## src/rtl/ysyx_23060180_lsu.sv

```systemverilog
// Load/store unit for the multicycle core: one request at a time, aligned and
// lane-replicated stores, extended loads, error/timeout reporting.
module ysyx_23060180_lsu #(
  parameter int XLEN    = 32,
  parameter int ADDR_W  = 32,
  parameter int TIMEOUT = 255
) (
  input  logic              clk,
  input  logic              rstn_in,
  input  logic              req_valid,
  output logic              req_ready,
  input  logic              req_wr,
  input  logic [2:0]        req_func3,
  input  logic [ADDR_W-1:0] req_addr,
  input  logic [XLEN-1:0]   req_wdata,
  input  logic [4:0]        req_rd,
  output logic              rsp_valid,
  input  logic              rsp_ready,
  output logic [XLEN-1:0]   rsp_rdata,
  output logic [4:0]        rsp_rd,
  output logic [1:0]        rsp_err,
  output logic              mem_rd,
  output logic              mem_wr,
  output logic [ADDR_W-1:0] mem_addr,
  output logic [XLEN-1:0]   mem_wdata,
  output logic [XLEN/8-1:0] mem_wstrb,
  input  logic              mem_ack,
  input  logic [XLEN-1:0]   mem_rdata,
  input  logic              mem_err
);

  localparam int NB = XLEN / 8;
  localparam int OW = $clog2(NB);
  localparam int CW = (TIMEOUT > 0) ? $clog2(TIMEOUT + 1) : 1;
  localparam logic [CW-1:0] TO_LAST = CW'((TIMEOUT > 0) ? TIMEOUT - 1 : 0);
  localparam logic [CW-1:0] TO_MAX  = CW'(TIMEOUT);

  localparam logic [1:0] ERR_OK  = 2'b00;
  localparam logic [1:0] ERR_ILL = 2'b01;
  localparam logic [1:0] ERR_BUS = 2'b10;
  localparam logic [1:0] ERR_TO  = 2'b11;

  typedef enum logic [1:0] {IDLE, CHECK, WAIT, RESP} state_t;

  state_t state, state_nxt;

  logic              wr_q;
  logic [2:0]        f3_q;
  logic [ADDR_W-1:0] addr_q;
  logic [XLEN-1:0]   wdata_q;
  logic [4:0]        rd_q;
  logic [XLEN-1:0]   rdata_q;
  logic [1:0]        err_q;
  logic [CW-1:0]     cnt_q;

  logic              illegal, misal, bad, timeout_hit;
  logic [2:0]        low_mask;
  logic [OW-1:0]     off;
  logic [XLEN-1:0]   raw, keep, load_ext, wrep;
  logic [6:0]        nbits;
  logic              sign;
  logic [NB-1:0]     lane_mask, strb;

  // Access decode from the registered request
  always_comb begin
    illegal = (f3_q == 3'b111) || (wr_q && f3_q[2]) ||
              ((XLEN == 32) && ((f3_q == 3'b011) || (f3_q == 3'b110)));
    case (f3_q[1:0])
      2'd0:    low_mask = 3'b000;
      2'd1:    low_mask = 3'b001;
      2'd2:    low_mask = 3'b011;
      default: low_mask = 3'b111;
    endcase
    misal       = |(addr_q[2:0] & low_mask);
    bad         = illegal || misal;
    off         = addr_q[OW-1:0];
    timeout_hit = (TIMEOUT != 0) && (cnt_q == TO_LAST);
  end

  // Load lane select and extension
  always_comb begin
    raw   = mem_rdata >> {off, 3'b000};
    nbits = 7'd8 << f3_q[1:0];
    keep  = ~({XLEN{1'b1}} << nbits);
    case (f3_q[1:0])
      2'd0:    sign = raw[7];
      2'd1:    sign = raw[15];
      2'd2:    sign = raw[31];
      default: sign = 1'b0;
    endcase
    if (f3_q[2])
      sign = 1'b0;
    load_ext = (raw & keep) | (sign ? ~keep : '0);
  end

  // Store lane replication and byte strobes
  always_comb begin
    case (f3_q[1:0])
      2'd0:    wrep = {NB{wdata_q[7:0]}};
      2'd1:    wrep = {(NB/2){wdata_q[15:0]}};
      2'd2:    wrep = {(NB/4){wdata_q[31:0]}};
      default: wrep = wdata_q;
    endcase
    lane_mask = NB'((9'd1 << (4'd1 << f3_q[1:0])) - 9'd1);
    strb      = lane_mask << off;
  end

  always_ff @(posedge clk or negedge rstn_in) begin
    if (!rstn_in)
      state <= IDLE;
    else
      state <= state_nxt;
  end

  always_comb begin
    state_nxt = state;
    case (state)
      IDLE:    if (req_valid) state_nxt = CHECK;
      CHECK:   state_nxt = bad ? RESP : WAIT;
      WAIT:    if (mem_ack || timeout_hit) state_nxt = RESP;
      RESP:    if (rsp_ready) state_nxt = IDLE;
      default: state_nxt = IDLE;
    endcase
  end

  always_comb begin
    req_ready = '0;
    rsp_valid = '0;
    rsp_rdata = '0;
    rsp_rd    = '0;
    rsp_err   = '0;
    mem_rd    = '0;
    mem_wr    = '0;
    mem_addr  = '0;
    mem_wdata = '0;
    mem_wstrb = '0;
    case (state)
      IDLE: req_ready = rstn_in;
      WAIT: begin
        mem_rd    = !wr_q;
        mem_wr    = wr_q;
        mem_addr  = {addr_q[ADDR_W-1:OW], {OW{1'b0}}};
        mem_wdata = wrep;
        mem_wstrb = wr_q ? strb : '0;
      end
      RESP: begin
        rsp_valid = 1'b1;
        rsp_rdata = rdata_q;
        rsp_rd    = wr_q ? 5'd0 : rd_q;
        rsp_err   = err_q;
      end
      default: ;
    endcase
  end

  always_ff @(posedge clk or negedge rstn_in) begin
    if (!rstn_in) begin
      wr_q    <= '0;
      f3_q    <= '0;
      addr_q  <= '0;
      wdata_q <= '0;
      rd_q    <= '0;
      rdata_q <= '0;
      err_q   <= '0;
      cnt_q   <= '0;
    end else begin
      case (state)
        IDLE: if (req_valid) begin
          wr_q    <= req_wr;
          f3_q    <= req_func3;
          addr_q  <= req_addr;
          wdata_q <= req_wdata;
          rd_q    <= req_rd;
          rdata_q <= '0;
          err_q   <= ERR_OK;
        end
        CHECK: begin
          cnt_q <= '0;
          if (bad) begin
            err_q   <= ERR_ILL;
            rdata_q <= '0;
          end
        end
        WAIT: begin
          if (mem_ack) begin
            err_q   <= mem_err ? ERR_BUS : ERR_OK;
            rdata_q <= (mem_err || wr_q) ? '0 : load_ext;
          end else begin
            if (timeout_hit)
              err_q <= ERR_TO;
            if (cnt_q != TO_MAX)
              cnt_q <= cnt_q + 1'b1;
          end
        end
        default: ;
      endcase
    end
  end

endmodule

```

## config.mk

```make
export PLATFORM = sky130hd
export DESIGN_NAME = ysyx_23060180_lsu
export DESIGN_NICKNAME = d
export VERILOG_FILES = /design/src/rtl/ysyx_23060180_lsu.sv
export SDC_FILE = /design/constraint.sdc
export NUM_CORES = 1
export LEC_CHECK = 0
export BUFFER_PORTS_ARGS = -buffer_cell sky130_fd_sc_hd__buf_2
export CAP_MARGIN = 25
export CORE_MARGIN = 5
export CORE_UTILIZATION = 50
export DETAILED_ROUTE_END_ITERATION = 8
export PLACE_DENSITY = 0.85
export SLEW_MARGIN = 20
export SYNTH_ARGS = -nofsm -noshare
export SYNTH_HDL_FRONTEND = slang
export SYNTH_SLANG_ARGS = --single-unit
```

## constraint.sdc

```tcl
create_clock -name clk -period 2.8 [get_ports clk]
set_clock_uncertainty 0.1 [all_clocks]
set_input_delay 0 -clock clk [delete_from_list [all_inputs] [get_ports clk]]
set_output_delay 0 -clock clk [all_outputs]
set_load 0.1 [all_outputs]
```

**Word-level counts from Yosys, hierarchy flattened**

Index checks and enable logic that the tools add are counted.

- Add/subtract/negate cells: 2
- Equal/unequal tests: 18
- Shifts and indexed selects: 6
- Mux-type cells: 36
- Bitwise gates (word level): 5
- Reduce and logical (&&, ||, !) cells: 18

Operators with widths:

| cell | number |
|---|---|
| two-way mux 32 bit | 8 |
| case mux 32 bit (3 select lines) | 1 |
| inverter 32 bit | 2 |
| case mux 32 bit (2 select lines) | 1 |
| AND 32 bit | 1 |
| OR 32 bit | 1 |
| left shift 32 x 7 -> 32 bit, first input constant | 1 |
| right shift 32 x 5 -> 32 bit | 1 |
| two-way mux 2 bit | 9 |
| two-way mux 8 bit | 2 |
| case mux 8 bit (2 select lines) | 1 |
| inequality test 2 bit, second input constant | 7 |
| two-way mux 5 bit | 2 |
| case mux 3 bit (3 select lines) | 1 |
| adder 8 x 1 -> 8 bit, second input constant | 1 |
| equality test 8 bit, second input constant | 1 |
| two-way mux 4 bit | 2 |
| inequality test 8 bit, second input constant | 1 |
| case mux 2 bit (4 select lines) | 1 |
| AND reduction 4 bit | 2 |
| left shift 4 x 2 -> 7 bit, first input constant | 1 |
| equality test 2 bit, second input constant | 3 |
| equality test 3 bit, second input constant | 2 |
| logical OR 1 bit | 6 |
| other kinds (19) | 27 |

- Bits in registers: 117
- Bits of input ports: 111
- Output and inout bits: 111
- Logic and storage cells: 94

**Logic depth before layout (Yosys ltp)**

- Word-level depth: 9
- Mapped depth: 10
- Depth with buffers taken out: 7

**Worst setup path before layout**

No wires, ideal clock.

- Path kind: register to output
- From: register f3_q[0]
- To: output port mem_wstrb[3]
- Data arrival time: 3.850 ns
- Data required time: 2.700 ns
- Slack: -1.150 ns
- Cell stages (with the launch flop): 7
- Path buffers: 3
- Cells stage by stage: dfrtp_1 -> buf_2 -> buf_1 -> clkbuf_1 -> nand2_1 -> ha_1 -> a311oi_1

- Cells in the longest elaborated chain, start to end: 6

Ends and longest elaborated chain:

| what | RTL line | RTL |
|---|---|---|
| start: declaration | 48 | `logic [2:0] f3_q;` |
| start signal: assignment | 170 | `f3_q <= req_func3;` |
| left shift 1 x 2 -> 4 bit | 104 | `lane_mask = NB'((9'd1 << (4'd1 << f3_q[1:0])) - 9'd1);` |
| left shift 1 x 4 -> 4 bit | 104 |  |
| subtractor 4 x 1 -> 4 bit | 104 |  |
| left shift 4 x 2 -> 4 bit | 105 | `strb = lane_mask << off;` |
| two-way mux 4 bit | 144 | `mem_wstrb = wr_q ? strb : '0;` |
| two-way mux 4 bit | 137 | `case (state)` |
| end: declaration | 26 | `output logic [XLEN/8-1:0] mem_wstrb,` |

Every way passes these cells.

**Final worst setup path**

- From: register f3_q[1]
- To: output port mem_wdata[14]

- Cells in the longest elaborated chain, start to end: 3
- Elaborated cells between the ends (all ways): 4
- Classes of those cells: eq/ne (1); mux (2); reduce/logical (1)

Ends and longest elaborated chain:

| what | RTL line | RTL |
|---|---|---|
| equality test 2 x 1 -> 1 bit / zero test 2 bit (equally long branches) | 98 | `case (f3_q[1:0])` |
| case mux 32 bit (2 select lines) * | 98 |  |
| two-way mux 32 bit * | 137 |  |
| end: declaration | 25 | `output logic [XLEN-1:0] mem_wdata,` |

Mark *: on every way between the ends. The rest lies on a longest branch, timed or not.

==> impl_results.md <==
* Status: complete, no violations
* Syn Area/Cell at about 10 sq um
* Synth Flop Type: dfrtp_1
* Final Hold Viols at 0
* Starting Density at 50.7%
* GRT overflow at 0
* DP HPWL at 14300 um
* Yosys warning total at 0
* Initial antenna violation count at 0
* Mapped Cells at 636
* Final Util at 76.4%
* Die area at 15700 sq um
* First-pass GRT wire length at 38200 um
* Multiplexer share of the synthesized area at between 10% and 20%
* Hold path depth at 4
* Crit path cell chain: nor2_1 -> inv_1 -> ha_1 -> nor2_2 -> a22oi_1 -> o21ai_0 -> and2_2 -> buf_12
* Synth cell types at 52
* R2R Path Start: state[0]
* Die height at 125 um
* Post-synthesis simple-gate area fraction at 16.6%
* Initial drt markers at 509
* Area Overhead vs Synth at 50.7%
* CP endpoint kind: output pin
* Commonest cells after routing, fill and taps aside: buf_2 (190), dfrtp_1 (117), mux2_2 (93), dlygate4sd3_1 (86), and2_1 (79)
* Yosys top cell by area: dfrtp_1
* Reg clk slew, reported paths at 0.06 ns
* Crit start category: flip-flop
* Slew headroom at 52.9%
* R2R Setup Slk at 0.39 ns
* IO buf count at 219
* Clk_lat worst skew at 0.42 ns
* Largest net degree at the start of global routing at 72
* DRC viols at 0
* DR vias at 6536
* Crit path DAT at 2.66 ns
* Core area at 13100 sq um
* Final setup viols at 0
* RSZ-0062 raised after global routing: yes
* Worst-Margin Slew at 0.705 ns
* Synth Area in XOR/XNOR at 0.131%
* Largest family of logic cells by synthesized area: multiplexers
* HP Start: mem_rdata[21]
* Nets at 1055
* 1st-pass router iterations at 5
* Commonest non-fill, non-tap cell in the layout: buf_2
* Post-Syn Area at 6660 sq um
* Max_cap viols at 0
* Sequential-to-total area share from yosys stat at 43.9%
* Top Ports at about 220
* Worst endpoint required time at between 2 and 3 ns
* Root buffer cell: clkbuf_16
* Hold Crit Endpoint: rdata_q[13]
* Top cell type's share of synthesized area at 43.9%
* Post-Route WL at 23800 um
* Post-layout min period at around 2.8 ns
* Reg2Reg Depth at 6
* Synth Register Bits at 117
* Number of flops mapped to enable cells by yosys at 0
* Hold Crit Class: in -> reg
* Number of global-route vias before repair at 6875
* Final instance area at 10000 sq um
* Maximum clock rate at 363 MHz
* CTS tree: yes
* GRT Overall Usage at 30.5%
* Largest cells by area after synthesis: dfrtp_1 (44%), mux2_2 (16%), and2_1 (8.2%), o21ai_0 (3.4%), nor2b_1 (2.8%)
* Max-slew violation count at 0
* Slowest CP cell: dfrtp_1
* Compound-cell area share of the yosys netlist at 15.2%
* Die X at between 100 and 150 um
* Share of cells above drive strength 1 at 43.3%
* Critical Path Max Stage Delay at 0.50 ns
* # clock sinks at 117
* Clock buffer count from CTS at 17
* Vias per cell at 5.80
* Post-Synth Adder-Cell Area at 1.50%
* Post-route ant nets at 0
* Ys async rst share at between 90% and 100%
* Critical path peak fanout at 13
* H-tree lvl count at 4
* Final period util at approximately 98%
* End of the worst register-to-register path: rdata_q[27]
* Crit path kind: reg -> out
* Wirelength per Cell at 21.2 um
* Row cnt at 42
* Post CTS Setup Buffer Count at 0
* Routability Congestion at 0.908
* Placed cell area at ~8500 sq um
* Max Root-Sink Buffers at 2
==> worst max-delay path by stage <==
stage / start / to / slack (ns) / depth (start not counted)
2_1_floorplan: f3_q[0] / mem_wstrb[3] / -0.07 / 6
3_3_place_gp: state[0] / rdata_q[24] / 0.57 / 6
3_5_place_dp: state[0] / rdata_q[27] / 0.44 / 6
4_1_cts: f3_q[1] / mem_wdata[15] / 0.0008 / 8
5_1_grt: f3_q[1] / mem_wdata[14] / -0.03 / 8
6_report: f3_q[1] / mem_wdata[14] / 0.04 / 8
==> cell type report <==
| type | instances | area [sq um] |
|---|---|---|
| multi-input combinational | 461 | 3640 |
| fill | 793 | 3100 |
| sequential | 117 | 2930 |
| timing repair buffer | 329 | 2560 |
| clock buffer | 17 | 425 |
| clock inverter | 15 | 228 |
| tap | 176 | 220 |
| inverter | 10 | 37.5 |
| antenna | 1 | 2.50 |
==> stage by stage <==
stage               setup slack, ns  TNS, ns  hold WS [ns]  cells
global placement              0.575        0       -0.0410   1007
global route                -0.0252  -0.0252        0.0265   1125
floorplan                   -0.0686  -0.0686        -0.396    637
CTS                        0.000831        0       0.00123   1125
detailed placement            0.438        0       -0.0363   1007
finish                       0.0441        0        0.0151   1126
==> cells in the mapped netlist, types with 2 or more instances <==
master	count
dfrtp_1	117
mux2_2	93
and2_1	87
o21ai_0	45
clkbuf_1	34
nor2b_1	30
a22oi_1	23
nand2_1	23
o31ai_1	18
nand3_1	16
a211oi_1	15
mux2i_1	15
nor2_1	14
a21oi_1	11
buf_2	10
inv_1	9
ha_1	8
o211ai_1	8
a221oi_1	7
mux2_1	4
a31oi_1	3
buf_1	3
nand2b_1	3
nor3b_1	3
a2111oi_0	2
a211o_1	2
a211oi_2	2
a21o_1	2
a21oi_2	2
and3_1	2
buf_4	2
nor3_1	2
or3_1	2
==> worst max-delay path: cells and delay by family (launching register included) <==
kind                     cells  cell delay [ns]
adder cells (fa/ha/maj)      1             0.24
AO/OA/AOI/OAI                2             0.41
buffers and inverters        2             0.28
flip-flops                   1             0.50
AND/OR/NAND/NOR              3             0.79
==> cells by family after synthesis <==
group,count (synthesis)
AND/OR/NAND/NOR,190
AO/OA/AOI/OAI,147
flip-flops,117
multiplexers,113
buffers and inverters,59
adder cells (fa/ha/maj),8
other,1
XOR/XNOR,1
==> flip-flops by register name, indices dropped and copies added (netlist names) <==
signal   flops
addr_q      32
wr_q         1
state        2
cnt_q        8
wdata_q     32
rd_q         5
err_q        2
rdata_q     32
f3_q         3
==> repair_timing <==
item | in CTS | in global routing
hold buffers | 86 | 0
setup endpoints to repair | 0 | 22
hold endpoints to repair | 145 | 0
resized for setup | 0 | 6
==> routing by layer <==
layer  track usage [%]  vias up  routed length [um]
met4              12.9        0                 847
met3              10.6       78                2420
met5                 0        -                   0
met2              51.0      401               11800
li1                  -     2887                   -
met1              35.8     3170                8760
Power is left out: the tool's default activity adds up to more than one toggle a clock period on the data nets, which glitch-free logic cannot reach.
